## config.mk

```make
export PLATFORM = sky130hd
export DESIGN_NAME = trig_type_lv1b_multi
export DESIGN_NICKNAME = d
export VERILOG_FILES = /design/src/rtl/trig_type_lv1b_multi.sv
export SDC_FILE = /design/constraint.sdc
export NUM_CORES = 1
export LEC_CHECK = 0
export CAP_MARGIN = 20
export CORE_AREA = 4 4 191 239
export DETAILED_ROUTE_END_ITERATION = 16
export DIE_AREA = 0 0 195 243
export PLACE_DENSITY_LB_ADDON = 0.2
export SYNTH_ARGS = -nofsm -noshare
export SYNTH_HDL_FRONTEND = slang
export SYNTH_SLANG_ARGS = --single-unit
```

## constraint.sdc

```tcl
create_clock -name clk -period 7.5 [get_ports clk]
set_input_delay 1.5 -clock clk [delete_from_list [all_inputs] [get_ports clk]]
set_output_delay 1.5 -clock clk [all_outputs]
set_load 0.01 [all_outputs]
```

## src/rtl/trig_type_lv1b_multi.sv

```systemverilog
// trig_type_lv1b_multi
//   Evaluates N_CH Level-1B trigger types against the shared LV1A / LV1B
//   request strobe and cluster count. Each type has its own cluster mask,
//   p/q prescaler, enable and saturating raw/scaled counters. A shared
//   holdoff suppresses scaled outputs for user_holdoff cycles after any
//   scaled trigger is issued.
//
// Ports
//   clk, rst             clock, synchronous active-high reset
//   in_live              run live level; rising edge = run start (clears state)
//   in_ena/in_lv1b_req/in_lv1a/in_nclus   trigger qualifiers
//   user_nclus/_prescale_p/_prescale_q/_ena   per-type config (packed)
//   user_holdoff         shared holdoff length, 0 disables
//   out_lv1b_raw/_scaled per-type registered pulses
//   out_lv1b_any         OR of scaled pulses
//   out_trig_type        lowest scaled index (0 when none)
//   out_busy             holdoff active
//   raw_cnt/scaled_cnt   per-type saturating counters (packed)

// Per-type prescaler and counters.
module trig_type_lv1b_lane #(
    parameter int P_W   = 10,
    parameter int Q_W   = 12,
    parameter int CNT_W = 32
) (
    input  logic             clk,
    input  logic             rst,
    input  logic             run_start,
    input  logic             qual,
    input  logic             scaled,
    input  logic [P_W-1:0]   p,
    input  logic [Q_W-1:0]   q,
    output logic             pass,
    output logic [CNT_W-1:0] raw_cnt,
    output logic [CNT_W-1:0] scaled_cnt
);
    logic [Q_W-1:0]   pc_q, pc_d, pc_base;
    logic [CNT_W-1:0] raw_cnt_q, raw_cnt_d, scaled_cnt_q, scaled_cnt_d;
    logic [CNT_W-1:0] raw_base, scaled_base;

    // Prescale decision; run start evaluates from a cleared counter.
    always_comb begin
        pc_base = run_start ? '0 : pc_q;
        pass    = qual && (pc_base < Q_W'(p));
        pc_d    = pc_base;
        if (qual) begin
            if (q < Q_W'(2))                 pc_d = '0;
            else if (pc_base < q - Q_W'(1))  pc_d = pc_base + Q_W'(1);
            else                             pc_d = '0;
        end
    end

    // Kept apart from the block above: scaled depends on pass via the top.
    always_comb begin
        raw_base     = run_start ? '0 : raw_cnt_q;
        scaled_base  = run_start ? '0 : scaled_cnt_q;
        raw_cnt_d    = raw_base;
        scaled_cnt_d = scaled_base;
        if (qual && !(&raw_base))      raw_cnt_d    = raw_base + CNT_W'(1);
        if (scaled && !(&scaled_base)) scaled_cnt_d = scaled_base + CNT_W'(1);
    end

    always_ff @(posedge clk) begin
        if (rst) begin
            pc_q         <= '0;
            raw_cnt_q    <= '0;
            scaled_cnt_q <= '0;
        end else begin
            pc_q         <= pc_d;
            raw_cnt_q    <= raw_cnt_d;
            scaled_cnt_q <= scaled_cnt_d;
        end
    end

    assign raw_cnt    = raw_cnt_q;
    assign scaled_cnt = scaled_cnt_q;
endmodule

module trig_type_lv1b_multi #(
    parameter int N_CH    = 4,
    parameter int NCLUS_W = 4,
    parameter int MASK_W  = 10,
    parameter int P_W     = 10,
    parameter int Q_W     = 12,
    parameter int CNT_W   = 32,
    parameter int HOLD_W  = 8,
    parameter int TYPE_W  = 2
) (
    input  logic                    clk,
    input  logic                    rst,
    input  logic                    in_live,
    input  logic                    in_ena,
    input  logic                    in_lv1b_req,
    input  logic                    in_lv1a,
    input  logic [NCLUS_W-1:0]      in_nclus,
    input  logic [N_CH*MASK_W-1:0]  user_nclus,
    input  logic [N_CH*P_W-1:0]     user_prescale_p,
    input  logic [N_CH*Q_W-1:0]     user_prescale_q,
    input  logic [N_CH-1:0]         user_ena,
    input  logic [HOLD_W-1:0]       user_holdoff,
    output logic [N_CH-1:0]         out_lv1b_raw,
    output logic [N_CH-1:0]         out_lv1b_scaled,
    output logic                    out_lv1b_any,
    output logic [TYPE_W-1:0]       out_trig_type,
    output logic                    out_busy,
    output logic [N_CH*CNT_W-1:0]   raw_cnt,
    output logic [N_CH*CNT_W-1:0]   scaled_cnt
);
    logic                pre_live_q, pre_live_d;
    logic [HOLD_W-1:0]   hc_q, hc_d, hc_base;
    logic                run_start;
    logic [N_CH-1:0]     qual, pass, scaled;
    logic [N_CH-1:0]     raw_q, scaled_q;
    logic                any_q, any_d, busy_q, busy_d;
    logic [TYPE_W-1:0]   type_q, type_d;
    int unsigned         nc;

    // Qualification: nclus saturates at the top mask bit.
    always_comb begin
        logic [MASK_W-1:0] sh;
        sh         = '0;
        pre_live_d = in_live;
        run_start  = in_live & ~pre_live_q;
        nc         = 32'(in_nclus);
        if (nc > 32'(MASK_W - 1)) nc = 32'(MASK_W - 1);
        for (int i = 0; i < N_CH; i++) begin
            sh      = user_nclus[i*MASK_W +: MASK_W] >> nc;
            qual[i] = in_ena & in_lv1b_req & in_lv1a & user_ena[i] & sh[0];
        end
    end

    genvar g;
    generate
        for (g = 0; g < N_CH; g++) begin : g_lane
            trig_type_lv1b_lane #(.P_W(P_W), .Q_W(Q_W), .CNT_W(CNT_W)) u_lane (
                .clk        (clk),
                .rst        (rst),
                .run_start  (run_start),
                .qual       (qual[g]),
                .scaled     (scaled[g]),
                .p          (user_prescale_p[g*P_W +: P_W]),
                .q          (user_prescale_q[g*Q_W +: Q_W]),
                .pass       (pass[g]),
                .raw_cnt    (raw_cnt[g*CNT_W +: CNT_W]),
                .scaled_cnt (scaled_cnt[g*CNT_W +: CNT_W])
            );
        end
    endgenerate

    // Holdoff gating, shared across types.
    always_comb begin
        hc_base = run_start ? '0 : hc_q;
        scaled  = pass & {N_CH{hc_base == '0}};
        any_d   = |scaled;
        if (any_d && (user_holdoff != '0)) hc_d = user_holdoff;
        else if (hc_base != '0)            hc_d = hc_base - HOLD_W'(1);
        else                               hc_d = '0;
        busy_d  = (hc_d != '0);
        type_d  = '0;
        for (int i = N_CH - 1; i >= 0; i--)
            if (scaled[i]) type_d = TYPE_W'(i);
    end

    always_ff @(posedge clk) begin
        if (rst) begin
            pre_live_q <= 1'b0;
            hc_q       <= '0;
            raw_q      <= '0;
            scaled_q   <= '0;
            any_q      <= 1'b0;
            busy_q     <= 1'b0;
            type_q     <= '0;
        end else begin
            pre_live_q <= pre_live_d;
            hc_q       <= hc_d;
            raw_q      <= qual;
            scaled_q   <= scaled;
            any_q      <= any_d;
            busy_q     <= busy_d;
            type_q     <= type_d;
        end
    end

    assign out_lv1b_raw    = raw_q;
    assign out_lv1b_scaled = scaled_q;
    assign out_lv1b_any    = any_q;
    assign out_trig_type   = type_q;
    assign out_busy        = busy_q;
endmodule

```

==> results.toml <==
[synthesis]
ys_async_sr_fraction_pct = 0
syn_area_per_cell_sq_um = 7.68
synth_fp_nets = 2750
ys_seq_elements = 325
syn_inst = 2515
synth_flop_cell = "dfxtp_1"
yosys.cell_types.count = 83
yosysMostFrequentCell = "nor2_1"
synth_top_area_cell = "dfxtp_1"
syn-cell-area_sq_um = 19300
synth_common_cells = "nor2_1 (331), dfxtp_1 (325), nand2_1 (291), nand3_1 (136)"
synthTopCellsByArea = "dfxtp_1 (34%), nor2_1 (6.4%), xnor2_1 (5.9%)"
ys_warn_count = 0
yosysTopAreaCellShare_pct = 33.7
synth-edff-count = 0
synth_seq_area_share_pct = 33.7

[route]
wl_microns = 61600
ant_nets = 0
wl_per_cell_microns = 17.8
num_vias = 19700
via_per_inst = 5.67
dr.pass1.iters = 6
first_iter_violations = 873
drc = 0

[global_route]
grt_pass1_wl_microns = 98800
antenna_found_initial = 0
grt-ovfl-total = 0
grt_max_degree = 99
grt_pass1_vias = 19300
grt.total_usage_pct = 24.7

[floorplan]
pin_count = 418
die_w_microns = 195
dieArea_sq_um = 47400
core_area_sq_um = 43200
start_util_pct = 44.7
fp.dieH_microns = 243
num_rows = 85

[clock_network]
path_clk_slew_ns = 0.06
ctsResizeCount = 0
cts_sinks = 325
post-cts-setup-buffer-count = 0
numCtsBuffers = 37
clock_latency_ns = 0.53
cts_tree = "built"
holdBufCountCts = 0
clockBufferDepth = 3
htreeDepth = 2
cts_root_buffer = "clkbuf_16"

[power]
p_leak_uw = 0.00874
ir_drop_mv = 0.152
power.density_nw_per_um2 = 163

[placement]
port_buffers = 417
gp_congestion = 0.870
dp_hpwl_microns = 45900
placedInstanceArea_sq_um = 23900

[finish]
drive_above_1_share_pct = 3.62
seq_area_sq_um = 6510
antenna_cells = 0
multi_input_area_sq_um = 12000
final_cell_area_sq_um = 25100
fillers = 4003
areaGrowthSynthToFinish_pct = 30.2
final_nets = 3112

[sta]
fin_tns_setup_ns = 0
max_freq_ghz = 0.184
hold_ws_ns = 0.486
tightest_slew_ns = 1.03
maxSlewViolCount = 0
fin_skew_ns = 0.0263
grt_setup_unrepaired = "no"
finalHoldViolCount = 0
period_share_pct = 72.5
final_period_minus_worst_setup_slack_ns = 5.44
finalSetupViolCount = 0
relSlewSlack_pct = 31.3

[worst_setup_path]
startpoint_type = "input pin"
crit_path_end_kind = "flip-flop"
crit_fanout = 35
cp.required_ns = 7.94
crit_type = "in -> reg"
crit_arrival_ns = 5.88

[outcome]
run_status = "completed"

[min_path]
hold_class = "reg -> reg"

[job]
drv_cap = 0
[worst max-delay path, stage by stage]
cell	delay, ns
clkdlybuf4s50_1	0.56
nand2b_4	0.25
nand2_1	0.18
ha_1	0.30
nor4b_1	0.37
o22ai_1	0.31
a2111oi_0	0.55
and4_1	0.43
nand4_1	0.59
or4_1	0.68
a21oi_1	0.15
[per-layer routing]
layer	wire length [microns]	track usage [%]	share of wire (%)	vias to the layer above
met3	3780	3.91	6.1	117
met1	25100	30.0	41	9346
met2	30800	44.3	50	642
met4	1870	8.05	3.0	0
li1	-	-	-	9564
met5	0	0	0	-
[cell usage in the layout, fill, tap and decap left out, drive strengths merged, types with 15 or more instances in the layout]
cell and instances:
a21o 16, a21oi 131, a31oi 15, and2 71
and3 60, buf 20, clkbuf 58, clkdlybuf4s50 416
dfxtp 325, ha 85, inv 88, mux2i 17
nand2 291, nand2b 18, nand3 136, nand3b 15
nand4 68, nor2 332, nor2b 16, nor3 103
nor4 49, o21ai 91, or3 56, or4 21
xnor2 131, xor2 94
[metrics by stage]
stage | total power, uW | instances | setup WS (ns) | utilization, %
floorplan | 2060 | 2515 | 1.96 | -
global placement | 2260 | 3403 | 1.61 | 55.3
detailed placement | 2270 | 3403 | 1.53 | 55.3
CTS | 4140 | 3468 | 2.07 | 58.2
global route | 4250 | 3468 | 1.65 | 58.2
finish | 4090 | 3468 | 2.06 | 58.2
[kinds of logic (layout without fill, tap and decap cells)]
family	count (synthesis)	in the layout	share of synthesized area, %
AND/OR/NAND/NOR	1288	1288	33.1
AO/OA/AOI/OAI	366	366	11.8
flip-flops	325	325	33.7
XOR/XNOR	225	225	10.2
buffers and inverters	200	588	4.14
adder cells (fa/ha/maj)	88	88	5.66
multiplexers	23	23	1.35
[where the power goes]
group / switching [uW] / leakage, uW / internal [uW]
clock network: 726 / 0.000610 / 1130
logic: 272 / 0.00551 / 195
registers: 20.1 / 0.00262 / 1750
[worst paths after layout]
| path | from | to | slack (ns) | cells past startpoint |
|---|---|---|---|---|
| hold reg to reg | g_lane[3].u_lane.scaled_cnt[28]$_SDFF_PP0_ | g_lane[3].u_lane.scaled_cnt[28]$_SDFF_PP0_ | 0.49 | 2 |
| setup reg to reg | pre_live_q$_SDFF_PP0_ | g_lane[3].u_lane.scaled_cnt[10]$_SDFF_PP0_ | 3.11 | 13 |
| hold / removal | g_lane[3].u_lane.scaled_cnt[28]$_SDFF_PP0_ | g_lane[3].u_lane.scaled_cnt[28]$_SDFF_PP0_ | 0.49 | 2 |
| setup / recovery | in_live | g_lane[0].u_lane.scaled_cnt[25]$_SDFF_PP0_ | 2.06 | 11 |
[layout make-up]
| type | instances | area share [%] |
|---|---|---|
| Multi-Input combinational cell | 1990 | 47.9 |
| Clock buffer | 58 | 4.48 |
| Timing Repair Buffer | 436 | 17.2 |
| Clock inverter | 7 | 0.468 |
| Tap cell | 565 | 2.81 |
| Inverter | 87 | 1.30 |
| Sequential cell | 325 | 25.9 |
[state kept, by name (all words and copies together), names as in the netlist]
name / flops
g_lane.u_lane.pc_q: 48
g_lane.u_lane.raw_cnt: 128
g_lane.u_lane.scaled_cnt: 128
hc_q: 8
out_busy: 1
out_lv1b_any: 1
out_lv1b_raw: 4
out_lv1b_scaled: 4
out_trig_type: 2
pre_live_q: 1
No activity file was read; power rests on OpenSTA's default activity.
